$ cat config.mk
export PLATFORM = sky130hd
export DESIGN_NAME = jtag_tap_param
export DESIGN_NICKNAME = d
export VERILOG_FILES = /design/src/rtl/jtag_tap_param.sv
export SDC_FILE = /design/constraint.sdc
export NUM_CORES = 1
export LEC_CHECK = 0
export BUFFER_PORTS_ARGS = -buffer_cell sky130_fd_sc_hd__buf_2
export CAP_MARGIN = 40
export CORE_AREA = 8 8 128 71
export DETAILED_ROUTE_END_ITERATION = 6
export DIE_AREA = 0 0 136 79
export PLACE_DENSITY = 0.84
export SLEW_MARGIN = 20
export SYNTH_ARGS = -nofsm -noshare
export SYNTH_HDL_FRONTEND = slang
export SYNTH_SLANG_ARGS = --single-unit
$ cat constraint.sdc
create_clock -name TCK -period 2.1 [get_ports TCK]
set_input_delay 0.42 -clock TCK [delete_from_list [all_inputs] [get_ports TCK]]
set_output_delay 0.42 -clock TCK [all_outputs]
set_load 0.01 [all_outputs]
$ cat src/rtl/jtag_tap_param.sv
// jtag_tap_param: IEEE 1149.1 TAP controller with a parametrised instruction
// register and a data register bank of BYPASS, IDCODE and NUM_USER_DR user
// registers. Each user register has a parallel capture input and an update
// holding register with a one-TCK strobe toward core logic.
module jtag_tap_param #(
  parameter int          IR_WIDTH      = 4,
  parameter logic [31:0] IDCODE_VAL    = 32'h1000_0001,
  parameter int          NUM_USER_DR   = 2,
  parameter int          USER_DR_WIDTH = 8
) (
  input  logic                                   TCK,
  input  logic                                   TRST,
  input  logic                                   TMS,
  input  logic                                   TDI,
  output logic                                   TDO,
  output logic                                   TDO_EN,
  output logic [IR_WIDTH-1:0]                    JTAG_IR,
  input  logic [NUM_USER_DR*USER_DR_WIDTH-1:0]   user_capture,
  output logic [NUM_USER_DR*USER_DR_WIDTH-1:0]   user_update,
  output logic [NUM_USER_DR-1:0]                 user_update_stb
);

  localparam int                UW         = NUM_USER_DR * USER_DR_WIDTH;
  localparam logic [IR_WIDTH-1:0] OP_IDCODE = IR_WIDTH'(1);
  // Opcodes at or above all-ones never select a user register; all-ones is
  // always BYPASS even if the user range would otherwise reach it.
  localparam longint            OP_LIMIT   = (64'd1 << IR_WIDTH) - 64'd1;

  typedef enum logic [3:0] {
    ST_TLR,
    ST_RTI,
    ST_SEL_DR,
    ST_CAP_DR,
    ST_SH_DR,
    ST_EX1_DR,
    ST_PAUSE_DR,
    ST_EX2_DR,
    ST_UPD_DR,
    ST_SEL_IR,
    ST_CAP_IR,
    ST_SH_IR,
    ST_EX1_IR,
    ST_PAUSE_IR,
    ST_EX2_IR,
    ST_UPD_IR
  } tap_state_e;

  tap_state_e state_q, state_d;

  logic [IR_WIDTH-1:0]      ir_sr_q, ir_sr_d;
  logic [IR_WIDTH-1:0]      ir_q, ir_d;
  logic                     bypass_q, bypass_d;
  logic [31:0]              idcode_q, idcode_d;
  logic [UW-1:0]            user_sr_q, user_sr_d;
  logic [UW-1:0]            user_upd_q, user_upd_d;
  logic [NUM_USER_DR-1:0]   stb_q, stb_d;
  logic                     tdo_q, tdo_d;
  logic                     tdo_en_q, tdo_en_d;

  logic                     sel_idcode;
  logic [NUM_USER_DR-1:0]   user_hit;
  logic                     tlr_next;
  logic [USER_DR_WIDTH-1:0] slice_tmp;

  // Standard 16-state TAP next-state graph, advanced by TMS on rising TCK.
  always_comb begin
    state_d = state_q;
    unique case (state_q)
      ST_TLR:      state_d = TMS ? ST_TLR      : ST_RTI;
      ST_RTI:      state_d = TMS ? ST_SEL_DR   : ST_RTI;
      ST_SEL_DR:   state_d = TMS ? ST_SEL_IR   : ST_CAP_DR;
      ST_CAP_DR:   state_d = TMS ? ST_EX1_DR   : ST_SH_DR;
      ST_SH_DR:    state_d = TMS ? ST_EX1_DR   : ST_SH_DR;
      ST_EX1_DR:   state_d = TMS ? ST_UPD_DR   : ST_PAUSE_DR;
      ST_PAUSE_DR: state_d = TMS ? ST_EX2_DR   : ST_PAUSE_DR;
      ST_EX2_DR:   state_d = TMS ? ST_UPD_DR   : ST_SH_DR;
      ST_UPD_DR:   state_d = TMS ? ST_SEL_DR   : ST_RTI;
      ST_SEL_IR:   state_d = TMS ? ST_TLR      : ST_CAP_IR;
      ST_CAP_IR:   state_d = TMS ? ST_EX1_IR   : ST_SH_IR;
      ST_SH_IR:    state_d = TMS ? ST_EX1_IR   : ST_SH_IR;
      ST_EX1_IR:   state_d = TMS ? ST_UPD_IR   : ST_PAUSE_IR;
      ST_PAUSE_IR: state_d = TMS ? ST_EX2_IR   : ST_PAUSE_IR;
      ST_EX2_IR:   state_d = TMS ? ST_UPD_IR   : ST_SH_IR;
      ST_UPD_IR:   state_d = TMS ? ST_SEL_DR   : ST_RTI;
      default:     state_d = ST_TLR;
    endcase
  end

  // The edge that lands in Test-Logic-Reset applies the soft reset, so the
  // IR already reads IDCODE while the state shows TLR.
  assign tlr_next = (state_d == ST_TLR);

  // Instruction decode: IDCODE, one-hot user select, everything else BYPASS.
  always_comb begin
    sel_idcode = (ir_q == OP_IDCODE);
    user_hit   = '0;
    for (int i = 0; i < NUM_USER_DR; i++) begin
      if ((longint'(i) + 64'd2 < OP_LIMIT) && (ir_q == IR_WIDTH'(i + 2))) begin
        user_hit[i] = 1'b1;
      end
    end
  end

  // Instruction register path: capture 01, shift toward LSB, update on UpdIR.
  always_comb begin
    ir_sr_d = ir_sr_q;
    ir_d    = ir_q;
    if (tlr_next) begin
      ir_sr_d = '0;
      ir_d    = OP_IDCODE;
    end else begin
      case (state_q)
        ST_CAP_IR: ir_sr_d = IR_WIDTH'(2'b01);
        ST_SH_IR:  ir_sr_d = {TDI, ir_sr_q[IR_WIDTH-1:1]};
        ST_UPD_IR: ir_d    = ir_sr_q;
        default:   ;
      endcase
    end
  end

  // Data register bank: only the decoded register captures, shifts or updates.
  always_comb begin
    bypass_d   = bypass_q;
    idcode_d   = idcode_q;
    user_sr_d  = user_sr_q;
    user_upd_d = user_upd_q;
    stb_d      = '0;
    slice_tmp  = '0;
    if (tlr_next) begin
      bypass_d  = 1'b0;
      idcode_d  = '0;
      user_sr_d = '0;
    end else begin
      case (state_q)
        ST_CAP_DR: begin
          if (sel_idcode) begin
            idcode_d = IDCODE_VAL;
          end else if (|user_hit) begin
            for (int i = 0; i < NUM_USER_DR; i++) begin
              if (user_hit[i]) begin
                user_sr_d[i*USER_DR_WIDTH +: USER_DR_WIDTH] =
                  user_capture[i*USER_DR_WIDTH +: USER_DR_WIDTH];
              end
            end
          end else begin
            bypass_d = 1'b0;
          end
        end
        ST_SH_DR: begin
          if (sel_idcode) begin
            idcode_d = {TDI, idcode_q[31:1]};
          end else if (|user_hit) begin
            for (int i = 0; i < NUM_USER_DR; i++) begin
              if (user_hit[i]) begin
                slice_tmp = user_sr_q[i*USER_DR_WIDTH +: USER_DR_WIDTH] >> 1;
                slice_tmp[USER_DR_WIDTH-1] = TDI;
                user_sr_d[i*USER_DR_WIDTH +: USER_DR_WIDTH] = slice_tmp;
              end
            end
          end else begin
            bypass_d = TDI;
          end
        end
        ST_UPD_DR: begin
          for (int i = 0; i < NUM_USER_DR; i++) begin
            if (user_hit[i]) begin
              user_upd_d[i*USER_DR_WIDTH +: USER_DR_WIDTH] =
                user_sr_q[i*USER_DR_WIDTH +: USER_DR_WIDTH];
              stb_d[i] = 1'b1;
            end
          end
        end
        default: ;
      endcase
    end
  end

  // TDO source selection; only the two Shift states drive real data.
  always_comb begin
    tdo_d    = 1'b0;
    tdo_en_d = 1'b0;
    if (state_q == ST_SH_IR) begin
      tdo_d    = ir_sr_q[0];
      tdo_en_d = 1'b1;
    end else if (state_q == ST_SH_DR) begin
      tdo_en_d = 1'b1;
      if (sel_idcode) begin
        tdo_d = idcode_q[0];
      end else if (|user_hit) begin
        for (int i = 0; i < NUM_USER_DR; i++) begin
          if (user_hit[i]) begin
            tdo_d = user_sr_q[i*USER_DR_WIDTH];
          end
        end
      end else begin
        tdo_d = bypass_q;
      end
    end
  end

  // Rising-TCK state: FSM, IR, data registers, update holding regs, strobes.
  always_ff @(posedge TCK or negedge TRST) begin
    if (!TRST) begin
      state_q    <= ST_TLR;
      ir_sr_q    <= '0;
      ir_q       <= OP_IDCODE;
      bypass_q   <= 1'b0;
      idcode_q   <= '0;
      user_sr_q  <= '0;
      user_upd_q <= '0;
      stb_q      <= '0;
    end else begin
      state_q    <= state_d;
      ir_sr_q    <= ir_sr_d;
      ir_q       <= ir_d;
      bypass_q   <= bypass_d;
      idcode_q   <= idcode_d;
      user_sr_q  <= user_sr_d;
      user_upd_q <= user_upd_d;
      stb_q      <= stb_d;
    end
  end

  // Falling-TCK output stage so TDO is stable around the next rising edge.
  always_ff @(negedge TCK or negedge TRST) begin
    if (!TRST) begin
      tdo_q    <= 1'b0;
      tdo_en_q <= 1'b0;
    end else begin
      tdo_q    <= tdo_d;
      tdo_en_q <= tdo_en_d;
    end
  end

  assign TDO             = tdo_q;
  assign TDO_EN          = tdo_en_q;
  assign JTAG_IR         = ir_q;
  assign user_update     = user_upd_q;
  assign user_update_stb = stb_q;

endmodule
==> impl_metrics.tcl, run 1 <==
set metrics [dict create \
    switching_share_pct 39.1 \
    p_per_area_nw_per_um2 1490 \
    slew_viol_final 0 \
    yosys.cell_types.count 40 \
    dp_hpwl_mm 6.06 \
    slowest_stage "dfrtn_1" \
    cp-startpoint "TDO" \
    die_h_um 79 \
    synth_edf_count 0 \
    hp-start "TDI" \
    power_switching_mw 2.65 \
    final_cell_area_um2 4560 \
    drv_cap 0 \
    dr.pass1.iters 5 \
    worstPathMaxFanout 1 \
    cts_sinks 81 \
    critPathArrivalTime_ns 1.95 \
    endpoint_kind "primary output" \
    relSlewSlack_pct 65.8 \
    h-tree-depth 3 \
    globalRouteOverflowTotal 0 \
    yosysWarningCount 0 \
    clock-root-buffer "clkbuf_16" \
    dieArea_um2 10700 \
    crit_required_ns 1.68 \
    outcome "finished with violations" \
    synthTopCellsByArea "dfrtp_1 (54%), mux2i_1 (5.5%), a21oi_1 (4.9%)" \
    synth-seq-area-share_pct 55.7 \
    grt_pass1_vias 2784 \
    diodes 0 \
    fillers 617 \
    synthArstFlopShare_pct 100 \
    yosys.area.top_type "dfrtp_1" \
    synthCells 354 \
    ant_nets 0 \
    io_buffers 43 \
    drt_iter0_drc 306 \
    power.clock.fraction_pct 21.4 \
    ys_ff_latch 81 \
    placed_area_um2 4160 \
    grt_max_degree 43 \
    synthFlopType "dfrtp_1" \
    antenna_found_initial 0 \
    synth_area_um2 3640 \
    cts_tree "yes" \
    final_cells 517 \
    grt_pass1_wl_mm 14.5 \
    path_buf_inv 1 \
    io_pins 44 \
    startpoint_type "register" \
    placed_cells 496 \
    p_int_mw 4.13 \
    crit_chain "buf_2" \
    vias 2928 \
    placementRows 23 \
    p_leak_nw 2.26 \
    clk_pin_slew_ns 0.06 \
    violations "negative setup slack" \
    setup_viol 11 \
    vias_per_cell 5.66 \
    worstReg2RegStart "JTAG_IR[3]" \
    critical_path_class "register to primary output" \
    comb_power_share_pct 40.9 \
    layout_commonest_cell "dfrtp_1" \
    drive_above_1_share_pct 27.6 \
    syn_to_final_growth_pct 25.3 \
    crit_family "flip-flops" \
    hold_path.class "input port to register" \
    ir_worst_vdd_mv 0.762 \
    rsz0062_at_grt "yes" \
    clock_latency_ns 0.34 \
    drc 0 \
    synth_top_area_share_pct 53.6 \
    coreArea_um2 7480 \
    fp.dieW_um 136 \
    power_frac_seq_pct 37.7 \
    gp_congestion 0.889 \
    fin_ws_ns -0.268 \
    nNetsFinal 432 \
    syn_avg_cell_area_um2 10.3 \
    routedWlPerCell_um 17.3 \
    floorplan.initialDensity_pct 48.7 \
    mappedNetlistNets 374 \
    cts_buffers 9 \
    grtUsageTotal_pct 17.3 \
    cpPeakStageDelay_ns 0.42 \
    fin_skew_ns 0.00675 \
    wl_mm 8.93 \
    finalHoldViolations 0 \
    worst_pin_slew_ns 0.514 \
    cts.path.max_buffers 2 \
    mostFrequentLayoutCells "dfrtp_1 (78), nand2_1 (42), buf_2 (42)" \
]
[cells in the mapped netlist, drive strengths merged (2+ instances only)]
library cell and n:
dfrtp 78, nand2 42, a21oi 38, nand3 33
nor2 28, clkbuf 24, mux2i 20, a211oi 16
mux2 16, inv 6, o21ai 6, buf 5
a32o 4, o22ai 4, nand2b 3, or4b 3
a32oi 2, dfrtn 2, nand4bb 2, nor4b 2
o31ai 2, or4 2, xnor2 2
[flip-flops by register name, indices dropped and copies added (netlist names)]
| signal | count |
|---|---|
| state_q | 4 |
| user_sr_q | 16 |
| user_update_stb | 2 |
| ir_sr_q | 4 |
| idcode_q | 32 |
| TDO_EN | 1 |
| user_update | 16 |
| JTAG_IR | 4 |
| bypass_q | 1 |
| TDO | 1 |
[power groups by stage]
stage               combinational, mW  clock [mW]  sequential (mW)
global route                     3.04        1.55             2.63
finish                           2.78        1.45             2.56
detailed placement               2.66           0             2.56
floorplan                        1.72           0             2.52
CTS                              2.70        1.49             2.54
global placement                 2.54           0             2.52
[cell families (layout without fill, tap and decap cells)]
logic type,Yosys count,after routing,share of synthesized area (%)
xor+xnor,2,2,0.481
buf+inv,35,98,3.78
mux,36,36,10.4
flops,81,81,55.7
compound gates,80,80,14.2
simple gates,120,120,15.4
[layout make-up]
cell class / count / area (µm²) / area share (%)
multi-input combinational: 238 / 1560 / 34.2
sequential: 81 / 2030 / 44.4
clock inverter: 5 / 31.3 / 0.685
inverter: 6 / 22.5 / 0.494
tap: 100 / 125 / 2.74
clock buffer: 11 / 243 / 5.32
timing repair buffer: 76 / 553 / 12.1
[worst min-delay path: stages]
cell and delay, ns:
buf_2 0.15, nand3_1 0.08, a21oi_1 0.06
[what timing repair did]
action,4_1_cts,5_1_grt
setup endpoints to repair,12,22
resized for setup,11,10
hold buffers,1,0
gates cloned,1,0
pin swaps,3,3
hold endpoints to repair,17,0
setup buffers,3,1
[through the flow]
stage          hold slack (ns)  utilization, %  power (mW)  setup TNS [ns]  setup WS (ns)
6_report                 0.414            61.0        6.78           -1.06         -0.268
5_1_grt                  0.424            61.0        7.22           -1.39         -0.304
4_1_cts                  0.395            60.5        6.73          -0.691         -0.295
3_5_place_dp             0.322            55.6        5.21           -1.26         -0.166
3_3_place_gp             0.315            55.6        5.06          -0.802        -0.0922
2_1_floorplan            0.124               -        4.23          -0.650         -0.309
[path summary, 6_finish.rpt]
kind | end | slack (ns) | depth (start not counted)
max | TDO | -0.27 | 1
min | bypass_q | 0.41 | 3
max reg2reg | TDO | -0.19 | 4
min reg2reg | user_update[13] | 0.49 | 1
max in group asynchronous | TDO | 0.41 | 2
min in group asynchronous | user_sr_q[3] | 0.50 | 2
[metal layers]
metal	vias to the layer above	track usage [%]	routed length (µm)
met5	-	0	0
met4	0	6.53	184
met3	15	6.11	646
met2	103	23.8	3740
met1	1431	24.5	4350
li1	1379	-	-
Power figures use the tool's default switching activity.
==> inputs of run 2 (changes only) <==
Settings changed: CORE_AREA 8 8 128 71 to 8 8 91 93, DIE_AREA 0 0 136 79 to 0 0 99 101.
Clock period 2.1 ns to 2.35 ns, I/O delays scaled along.
==> run 2 against run 1 <==
Largest cell class unchanged. Wire length down 8.0%. The flow still finishes with violations (negative setup slack). Largest power group unchanged. Clock skew up 0.016 ns. Die area shrank 6.9%. Combinational power down 14%.
==> impl_metrics.tcl, run 2 (synthesis results as in run 1) <==
set metrics [dict create \
    outcome "finished with violations" \
    violations "negative setup slack" \
    vias_per_cell 5.82 \
    endpoint_kind "primary output" \
    io_buffers 43 \
    cpPeakStageDelay_ns 0.43 \
    critical_path_class "register to primary output" \
    grtUsageTotal_pct 17.6 \
    gp_congestion 0.786 \
    critPathArrivalTime_ns 2.06 \
    path_buf_inv 1 \
    coreArea_um2 6940 \
    clk_pin_slew_ns 0.08 \
    nNetsFinal 426 \
    worst_pin_slew_ns 0.462 \
    drt_iter0_drc 213 \
    h-tree-depth 3 \
    die_h_um 101 \
    fin_skew_ns 0.0227 \
    dr.pass1.iters 5 \
    ant_nets 0 \
    crit_required_ns 1.88 \
    antenna_found_initial 0 \
    hold_path.class "input port to register" \
    ir_worst_vdd_mv 0.478 \
    worstPathMaxFanout 1 \
    globalRouteOverflowTotal 0 \
    mostFrequentLayoutCells "dfrtp_1 (78), nand2_1 (41), buf_2 (41)" \
    wl_mm 8.22 \
    layout_commonest_cell "dfrtp_1" \
    grt_max_degree 69 \
    drc 0 \
    drive_above_1_share_pct 24.3 \
    vias 2868 \
    slowest_stage "dfrtn_1" \
    crit_family "flip-flops" \
    diodes 0 \
    relSlewSlack_pct 69.2 \
    fillers 526 \
    floorplan.initialDensity_pct 52.4 \
    grt_pass1_wl_mm 13.8 \
    io_pins 44 \
    dp_hpwl_mm 5.51 \
    fp.dieW_um 99 \
    cts_buffers 9 \
    cts_tree "yes" \
    p_per_area_nw_per_um2 1310 \
    clock_latency_ns 0.36 \
    setup_viol 3 \
    syn_to_final_growth_pct 19.7 \
    rsz0062_at_grt "yes" \
    p_leak_nw 2.17 \
    slew_viol_final 0 \
    finalHoldViolations 0 \
    clock-root-buffer "clkbuf_8" \
    largest_register "idcode_q" \
    final_cell_area_um2 4360 \
    dieArea_um2 10000 \
    cts_sinks 81 \
    cts.path.max_buffers 2 \
    placed_area_um2 4090 \
    fin_ws_ns -0.178 \
    grt_pass1_vias 2838 \
    startpoint_type "register" \
    routedWlPerCell_um 16.7 \
    placementRows 31 \
    largest_reg_flops 32 \
    crit_chain "buf_6" \
    drv_cap 0 \
    pre_cts_ws_ns 0.00660 \
    postLayoutCoreUtil_pct 62.8 \
]
run 2: cell type report:
cell class / instances / area (µm²) / area share (%)
sequential: 81 / 2030 / 46.5
multi-input combinational: 238 / 1530 / 35.0
timing repair buffer: 70 / 474 / 10.9
clock buffer: 9 / 124 / 2.84
tap: 82 / 103 / 2.35
clock inverter: 7 / 82.6 / 1.89
inverter: 6 / 22.5 / 0.517
run 2: worst paths after layout:
check                           startpoint         endpoint  slack, ns  depth (start not counted)
hold / removal                         TMS       state_q[0]       0.44                          2
setup reg to reg                JTAG_IR[0]              TDO      -0.03                          3
setup / recovery                       TDO              TDO      -0.18                          1
hold reg to reg            user_update[12]  user_update[12]       0.49                          1
max in group asynchronous             TRST           TDO_EN       0.57                          2
min in group asynchronous             TRST   user_update[3]       0.50                          2
run 2: stage by stage:
stage / hold slack [ns] / TNS, ns / instances / power, mW
global placement: 0.322 / 0 / 475 / 4.46
finish: 0.439 / -0.344 / 493 / 5.70
CTS: 0.428 / -0.358 / 492 / 5.67
detailed placement: 0.327 / 0 / 475 / 4.59
floorplan: 0.174 / -0.328 / 354 / 3.78
global route: 0.440 / -0.467 / 493 / 6.08
run 2: repair_timing:
item	CTS	global route
hold buffers	1	0
pin swaps	2	2
gates resized for setup	1	5
buffers inserted	0	0
endpoints found under the setup margin	3	3
endpoints found under the hold margin	11	0
run 2: report_power, final:
part | internal (mW) | leakage, nW | switching (mW)
combinational | 0.978 | 0.972 | 1.40
clock | 0.509 | 0.0988 | 0.550
sequential | 1.92 | 1.10 | 0.343
total | 3.41 | 2.17 | 2.29
run 2: routing by layer:
metal | routed length [µm] | part of all wire, % | up-vias | GRT usage, %
met1 | 3410 | 42 | 1404 | 19.9
met3 | 568 | 6.9 | 20 | 6.28
li1 | - | - | 1359 | -
met4 | 168 | 2.0 | 0 | 6.49
met2 | 4060 | 49 | 85 | 29.8
met5 | 0 | 0 | - | 0
